**config.mk**
```make
export PLATFORM = sky130hd
export DESIGN_NAME = vga_timing_gen
export DESIGN_NICKNAME = d
export VERILOG_FILES = /design/src/rtl/vga_pkg.sv /design/src/rtl/vga_axis_counter.sv /design/src/rtl/vga_timing_gen.sv
export SDC_FILE = /design/constraint.sdc
export NUM_CORES = 1
export LEC_CHECK = 0
export ABC_AREA = 0
export CORE_MARGIN = 4
export CORE_UTILIZATION = 45
export DETAILED_ROUTE_END_ITERATION = 8
export PLACE_DENSITY = 0.71
export SYNTH_ARGS = -nofsm -noshare
export SYNTH_HDL_FRONTEND = slang
export SYNTH_SLANG_ARGS = --single-unit
```
**constraint.sdc**
```tcl
create_clock -name frame_Clk -period 7.02 [get_ports frame_Clk]
set_clock_uncertainty 0.2 [all_clocks]
set_input_delay 2.106 -clock frame_Clk [delete_from_list [all_inputs] [get_ports frame_Clk]]
set_output_delay 2.106 -clock frame_Clk [all_outputs]
set_load 0.02 [all_outputs]
```
**src/rtl/vga_pkg.sv**
```systemverilog
// Shared VGA timing types and default 640x480@60 constants.
// Downstream muxes and sprite blocks import this for vstate_t.
package vga_pkg;

  typedef enum logic [1:0] {
    VActive,
    VFrontPorch,
    VSync,
    VBackPorch
  } vstate_t;

  localparam int H_VIS_DEF  = 640;
  localparam int H_FP_DEF   = 16;
  localparam int H_SYNC_DEF = 96;
  localparam int H_BP_DEF   = 48;
  localparam int V_VIS_DEF  = 480;
  localparam int V_FP_DEF   = 10;
  localparam int V_SYNC_DEF = 2;
  localparam int V_BP_DEF   = 33;

  function automatic vstate_t vdecode(
    input logic [9:0] v,
    input logic [9:0] vis,
    input logic [9:0] fp_end,
    input logic [9:0] sync_end
  );
    vstate_t s;
    if (v < vis)           s = VActive;
    else if (v < fp_end)   s = VFrontPorch;
    else if (v < sync_end) s = VSync;
    else                   s = VBackPorch;
    return s;
  endfunction

endpackage

```
**src/rtl/vga_axis_counter.sv**
```systemverilog
// One timing axis: wrapping counter with registered sync.
// vis decodes the next count so the parent can register blanking.
module vga_axis_counter #(
  parameter int TOTAL      = 800,
  parameter int SYNC_START = 656,
  parameter int SYNC_END   = 751,
  parameter int VIS        = 640
) (
  input  logic       clk,
  input  logic       rst,
  input  logic       en,
  output logic [9:0] count,
  output logic       wrap,
  output logic       sync_n,
  output logic       vis
);

  localparam logic [9:0] LAST = 10'(TOTAL - 1);
  localparam logic [9:0] SS   = 10'(SYNC_START);
  localparam logic [9:0] SE   = 10'(SYNC_END);
  localparam logic [9:0] VL   = 10'(VIS);

  logic [9:0] cnt_q, cnt_d;
  logic       sync_q, sync_d;

  always_comb begin
    cnt_d = cnt_q;
    wrap  = en && (cnt_q == LAST);
    if (en) cnt_d = wrap ? '0 : cnt_q + 10'd1;
    sync_d = !((cnt_d >= SS) && (cnt_d <= SE));
    vis    = cnt_d < VL;
  end

  always_ff @(posedge clk or posedge rst) begin
    if (rst) begin
      cnt_q  <= '0;
      sync_q <= 1'b1;
    end else begin
      cnt_q  <= cnt_d;
      sync_q <= sync_d;
    end
  end

  assign count  = cnt_q;
  assign sync_n = sync_q;

endmodule

```
**src/rtl/vga_timing_gen.sv**
```systemverilog
// VGA raster timing: chained pixel/line counters, syncs,
// registered blanking and a one-cycle frame-start pulse.
module vga_timing_gen
  import vga_pkg::*;
#(
  parameter int H_VIS  = H_VIS_DEF,
  parameter int H_FP   = H_FP_DEF,
  parameter int H_SYNC = H_SYNC_DEF,
  parameter int H_BP   = H_BP_DEF,
  parameter int V_VIS  = V_VIS_DEF,
  parameter int V_FP   = V_FP_DEF,
  parameter int V_SYNC = V_SYNC_DEF,
  parameter int V_BP   = V_BP_DEF
) (
  input  logic       frame_Clk,
  input  logic       Reset,
  input  logic       pixelEn,
  output logic       HS,
  output logic       VS,
  output logic       blank_n,
  output logic [9:0] DrawX,
  output logic [9:0] DrawY,
  output logic       frameStart,
  output vstate_t    VState
);

  localparam int H_TOT = H_VIS + H_FP + H_SYNC + H_BP;
  localparam int V_TOT = V_VIS + V_FP + V_SYNC + V_BP;

  localparam logic [9:0] VV  = 10'(V_VIS);
  localparam logic [9:0] VFE = 10'(V_VIS + V_FP);
  localparam logic [9:0] VSE = 10'(V_VIS + V_FP + V_SYNC);

  logic h_wrap, v_wrap;
  logic h_vis, v_vis;
  logic blank_q, fs_q;

  vga_axis_counter #(
    .TOTAL     (H_TOT),
    .SYNC_START(H_VIS + H_FP),
    .SYNC_END  (H_VIS + H_FP + H_SYNC - 1),
    .VIS       (H_VIS)
  ) u_h (
    .clk   (frame_Clk),
    .rst   (Reset),
    .en    (pixelEn),
    .count (DrawX),
    .wrap  (h_wrap),
    .sync_n(HS),
    .vis   (h_vis)
  );

  // Line counter steps only on the pixel counter's wrap edge.
  vga_axis_counter #(
    .TOTAL     (V_TOT),
    .SYNC_START(V_VIS + V_FP),
    .SYNC_END  (V_VIS + V_FP + V_SYNC - 1),
    .VIS       (V_VIS)
  ) u_v (
    .clk   (frame_Clk),
    .rst   (Reset),
    .en    (h_wrap),
    .count (DrawY),
    .wrap  (v_wrap),
    .sync_n(VS),
    .vis   (v_vis)
  );

  always_ff @(posedge frame_Clk or posedge Reset) begin
    if (Reset) begin
      blank_q <= 1'b1;
      fs_q    <= 1'b0;
    end else begin
      blank_q <= h_vis & v_vis;
      fs_q    <= h_wrap & v_wrap;
    end
  end

  assign blank_n    = blank_q;
  assign frameStart = fs_q;
  assign VState     = vdecode(DrawY, VV, VFE, VSE);

endmodule
```
# Word-level counts from Yosys, hierarchy flattened
# Cells that the tools add are included.
[op_classes]
addsub = 2
bitwise_logic = 2
n_mux = 7
eq_ne = 2
reduce_logical = 6
order_cmp = 9
[ops]
columns = ["op", "count"]
rows = [
  ["< comparator 10 x 9 -> 1 bit, second input constant", 4],
  ["2-to-1 mux 10 bit", 4],
  ["adder 10 x 1 -> 10 bit, second input constant", 2],
  ["equality test 10 bit, second input constant", 2],
  [">= comparator 10 bit, second input constant", 1],
  [">= comparator 10 x 9 -> 1 bit, second input constant", 1],
  ["<= comparator 10 bit, second input constant", 1],
  ["<= comparator 10 x 9 -> 1 bit, second input constant", 1],
  ["< comparator 10 bit, second input constant", 1],
  ["logical AND 1 bit", 4],
  ["2-to-1 mux 2 bit", 2],
  ["AND 1 bit", 2],
  ["zero test 1 bit", 2],
  ["2-to-1 mux 1 bit", 1],
]
[word_totals]
elab_cells = 34
register_bits = 24
inputBits = 3
output_inout_bits = 26

# Logic depth before layout (Yosys ltp)
[depth]
word_depth = 8
depth_mapped = 9

# Cells and area by module
# Synthesis repeated with hierarchy kept, for this count alone.
[hier_totals]
hier_cells = 162
area_unflattened_um2 = 1554.0
[modules_own_cells]
columns = ["mod", "area_per_inst_um2", "n_inst", "cells_each"]
rows = [
  ["vga_axis_counter at u_v", 745.7, 1, 74],
  ["vga_axis_counter at u_h", 705.7, 1, 77],
  ["vga_timing_gen", 102.6, 1, 11],
]

# Worst setup path before layout
# Ideal clock, no wire load.
[synth_timing]
path_type = "input-to-reg"
start = "input port pixelEn"
end = "register u_v.sync_q (netlist: u_v.sync_n)"
setup_slack_ns = 3.225
cell_stages = 8
arrival_ns = 3.497
setup_time_ns = 0.098
cell_sequence = "buf_2 -> and3_1 -> buf_2 -> and4_1 -> buf_2 -> nand4_1 -> a221oi_1 -> nand4b_1"
[synth_via]
elab_chain_len = 7
word_cells_on_any_way = 8
cone_classes = "2 x order compare; 2 x mux; 4 x reduce/logical"
[synth_rtl]
columns = ["item", "line", "source"]
rows = [
  ["from (decl)", "vga_timing_gen.sv:17", "input logic pixelEn,"],
  ["logical AND 1 bit (*)", "vga_axis_counter.sv:28", "wrap = en && (cnt_q == LAST);"],
  ["logical AND 1 bit", "vga_axis_counter.sv:28", ""],
  ["2-to-1 mux 10 bit", "vga_axis_counter.sv:29", "if (en) cnt_d = wrap ? '0 : cnt_q + 10'd1;"],
  ["2-to-1 mux 10 bit (*)", "vga_axis_counter.sv:29", ""],
  [">= comparator 10 x 9 -> 1 bit / <= comparator 10 x 9 -> 1 bit (equally long branches)", "vga_axis_counter.sv:30", "sync_d = !((cnt_d >= SS) && (cnt_d <= SE));"],
  ["logical AND 1 bit (*)", "vga_axis_counter.sv:30", ""],
  ["zero test 1 bit (*)", "vga_axis_counter.sv:30", ""],
  ["via u_v.sync_d", "vga_axis_counter.sv:24", "logic sync_q, sync_d;"],
  ["to (signal assigned)", "vga_axis_counter.sv:40", "sync_q <= sync_d;"],
  ["to (decl)", "vga_axis_counter.sv:24", ""],
]
# Mark *: on every way through the listed nets, which the timed path passes. The rest lies on a longest branch.

# Worst setup path after layout
# Same ends and word-level chain as after synthesis.

==> impl_results.md <==
- Status: finished clean
- Clk root buf: clkbuf_4
- Cell Area, Synth: around 1500 µm²
- Synthesis Warnings: 0
- Final #Nets: 190
- Vias in the first global route: 1380
- Total gr overflow: 0
- Worst path slowest cell: clkdlybuf4s50_1
- GRT met2 Usage: 0.3262
- Worst-Skew Late Latency: 0.31 ns
- Initial antenna violation count: 0
- Max-cap violations: 0
- Core footprint: 3103 µm²
- RSZ-0062 raised after global routing: no
- Worst Path Max Fanout: 17
- Die W: 65.28 µm
- Yosys top cell by area: dfrtp_1
- Die H: approximately 65 µm
- Initial DRC count: 95
- R2R setup slack: 4.32 ns
- Most frequent cell after synthesis: dfrtp_1
- Share of cells above drive strength 1: 0.05464
- Synth top area cells: dfrtp_1 (36%), dfstp_2 (5.3%), xnor2_1 (5.3%)
- Site Rows: 20
- Peak VDD IR: roughly 0.19 mV
- Port-buffer cells: 28
- Worst R2R Start: u_h.count[0]$_DFF_PP0_
- Final Cell Area: 1792 µm²
- Ports: 29
- Worst R2R Path Depth: 6
- Placed inst area: 1755 µm²
- First-pass GRT wire length: 6003 µm
- FFs w/ async S/R, synth: 1.000
- FMAX: 0.2249 GHz
- Post-Synthesis Cells: 161
- Synth Register Bits: 24
- Final antenna diode count: 0
- Placer congestion estimate: between 0.8 and 0.9
- Die area: 4261 µm²
- Routing usage on met1: 0.1941
- Tcrit/Tclk final: 0.6334
- Pre-Repair DR Iteration Count: 4
- Area share of the largest cell type after synthesis: 0.3559
- Max_slew headroom: 0.3947
- Inserted Clock Buffers: 3
- Sink Count: 24
- Post-synth EDFFs: 0
- LEAKAGE: 0.7309 nW
- Pin count of the biggest net entering global routing: 25
- CTS tree: yes
- DRC violations left: 0
- CP Launch Point: pixelEn
- GRT Total Usage: 0.1763
- Synth unique cells: 45
- Synthesized Nets: around 170
- Filler Cell Count: 315
- Antenna Nets Post-Route: 0
- Final min period: 4.446 ns
- Met3 Usage GRT: 0.03077
- Worst Tran Pin Value: 0.9070 ns
- Htree depth: 1
- Setup Buffers After CTS: 0
- Final Max Tran Viols: 0
- PwrDens: around 210 nW/µm²
- Synth cell count leaders: dfrtp_1 (21), nand2_1 (15), nor2_1 (11)
- Gr busiest metal: met2
- CP cell instances: clkdlybuf4s50_1 -> and3_1 -> and4_1 -> nand4_1 -> a221oi_1 -> nand4b_1
- Setup TNS: 0 ns
- WL/cell: 15.09 µm
- Crit path DAT: approximately 4.5 ns
- Slowest stage delay, CP: 0.64 ns
- Final WL: 3426 µm
- Reg-to-Reg End: u_v.sync_n$_DFF_PP1_
- Crit path capture: u_v.sync_n$_DFF_PP1_
- CP endpoint kind: flop
- Crit Path Category: input pin to flop
- Endpoints failing setup: 0
- HPWL Detailed: 2500 µm
- Via-per-instance ratio: just under 6
- Worst Path Required: 7.06 ns
- CTS max path bufs: 2
- Initial Utilization: 0.4758
- # resized after CTS: 0
- Total number of vias: 1319
- Ys flop type: dfrtp_1
- Sequential share of the synthesized area: 0.4093
- Class of the worst hold path: flop to flop
- Final hold vios: 0
- Crit path launch type: input pin
- Clock transition at the registers of the reported paths: 0.13 ns
- Hold buffers post-CTS: 0
- Final Hold Slack: 0.3978 ns
- Synth-to-layout area growth: 21.36%
- Syn_area_per_cell: 9.170 µm²
## layer usage
metal,vias up,part of all wire
met4,0,0.017
met5,-,0
met3,6,0.041
met1,639,0.44
met2,34,0.50
li1,640,-
## metrics by stage
stage	utilization	total power, W	cells	setup WS [ns]
after floorplan	-	0.0002550	161	3.225
after detailed placement	0.5657	0.0003075	223	2.274
final	0.5774	0.0003780	227	2.574
after global placement	0.5657	0.0003054	223	2.328
after global routing	0.5774	0.0004014	227	2.394
after CTS	0.5774	0.0003808	227	2.592
## layout by cell type, fill, tap and decap left out, types with 3 or more instances in the layout
cell	count
dfrtp_1	21
and3_1	4
nand4_1	8
a21oi_1	3
dfstp_2	3
clkbuf_4	3
nand3_1	10
and2_1	3
o21ai_1	4
nor2_1	11
ha_1	3
o21ai_0	7
xnor2_1	9
clkdlybuf4s50_1	28
and4_1	4
inv_1	10
nand2_1	15
## critical path: cells and delay by family
family,cells,cell delay [ns]
simple gates,4,1.34
buf+inv,1,0.64
compound gates,1,0.40
## power by group
| part | switching, W | internal, W |
|---|---|---|
| clock network | 0.0000399 | 0.0000316 |
| registers | 0.0000323 | 0.000156 |
| logic | 0.0000616 | 0.0000564 |
| total | 0.000134 | 0.000244 |
## sequential cells by signal (all words and copies together), names as in the netlist
register	flops
u_h.count	10
u_v.count	10
blank_n	1
frameStart	1
u_h.sync_n	1
u_v.sync_n	1
## cells by family after synthesis
kind of cell	after synthesis	share of synthesized area
adder cells (fa/ha/maj)	3	0.02543
AO/OA/AOI/OAI	36	0.1907
flip-flops	24	0.4093
XOR/XNOR	11	0.06526
buffers and inverters	20	0.06356
multiplexers	2	0.01441
AND/OR/NAND/NOR	65	0.2314
## worst min path at each step
stage,cells after the start,start,endpoint,slack [ns]
after floorplan,1,u_v.count[7]$_DFF_PP0_,u_v.count[7]$_DFF_PP0_,0.44
after global placement,1,u_v.count[7]$_DFF_PP0_,u_v.count[7]$_DFF_PP0_,0.38
after detailed placement,1,u_v.count[7]$_DFF_PP0_,u_v.count[7]$_DFF_PP0_,0.37
after CTS,1,u_v.count[7]$_DFF_PP0_,u_v.count[7]$_DFF_PP0_,0.39
after global routing,1,u_v.count[7]$_DFF_PP0_,u_v.count[7]$_DFF_PP0_,0.41
final,1,u_v.count[7]$_DFF_PP0_,u_v.count[7]$_DFF_PP0_,0.40
## area by class of cell
cell class / instances / area [µm²] / area share
Timing Repair Buffer: 28 / 280.3 / 0.1564
Clock buffer: 4 / 36.28 / 0.02025
Tap cell: 44 / 55.05 / 0.03073
Multi-Input combinational cell: 117 / 778.2 / 0.4344
Inverter: 10 / 37.54 / 0.02095
Sequential cell: 24 / 604.3 / 0.3373
(Power assumes the default switching activity.)
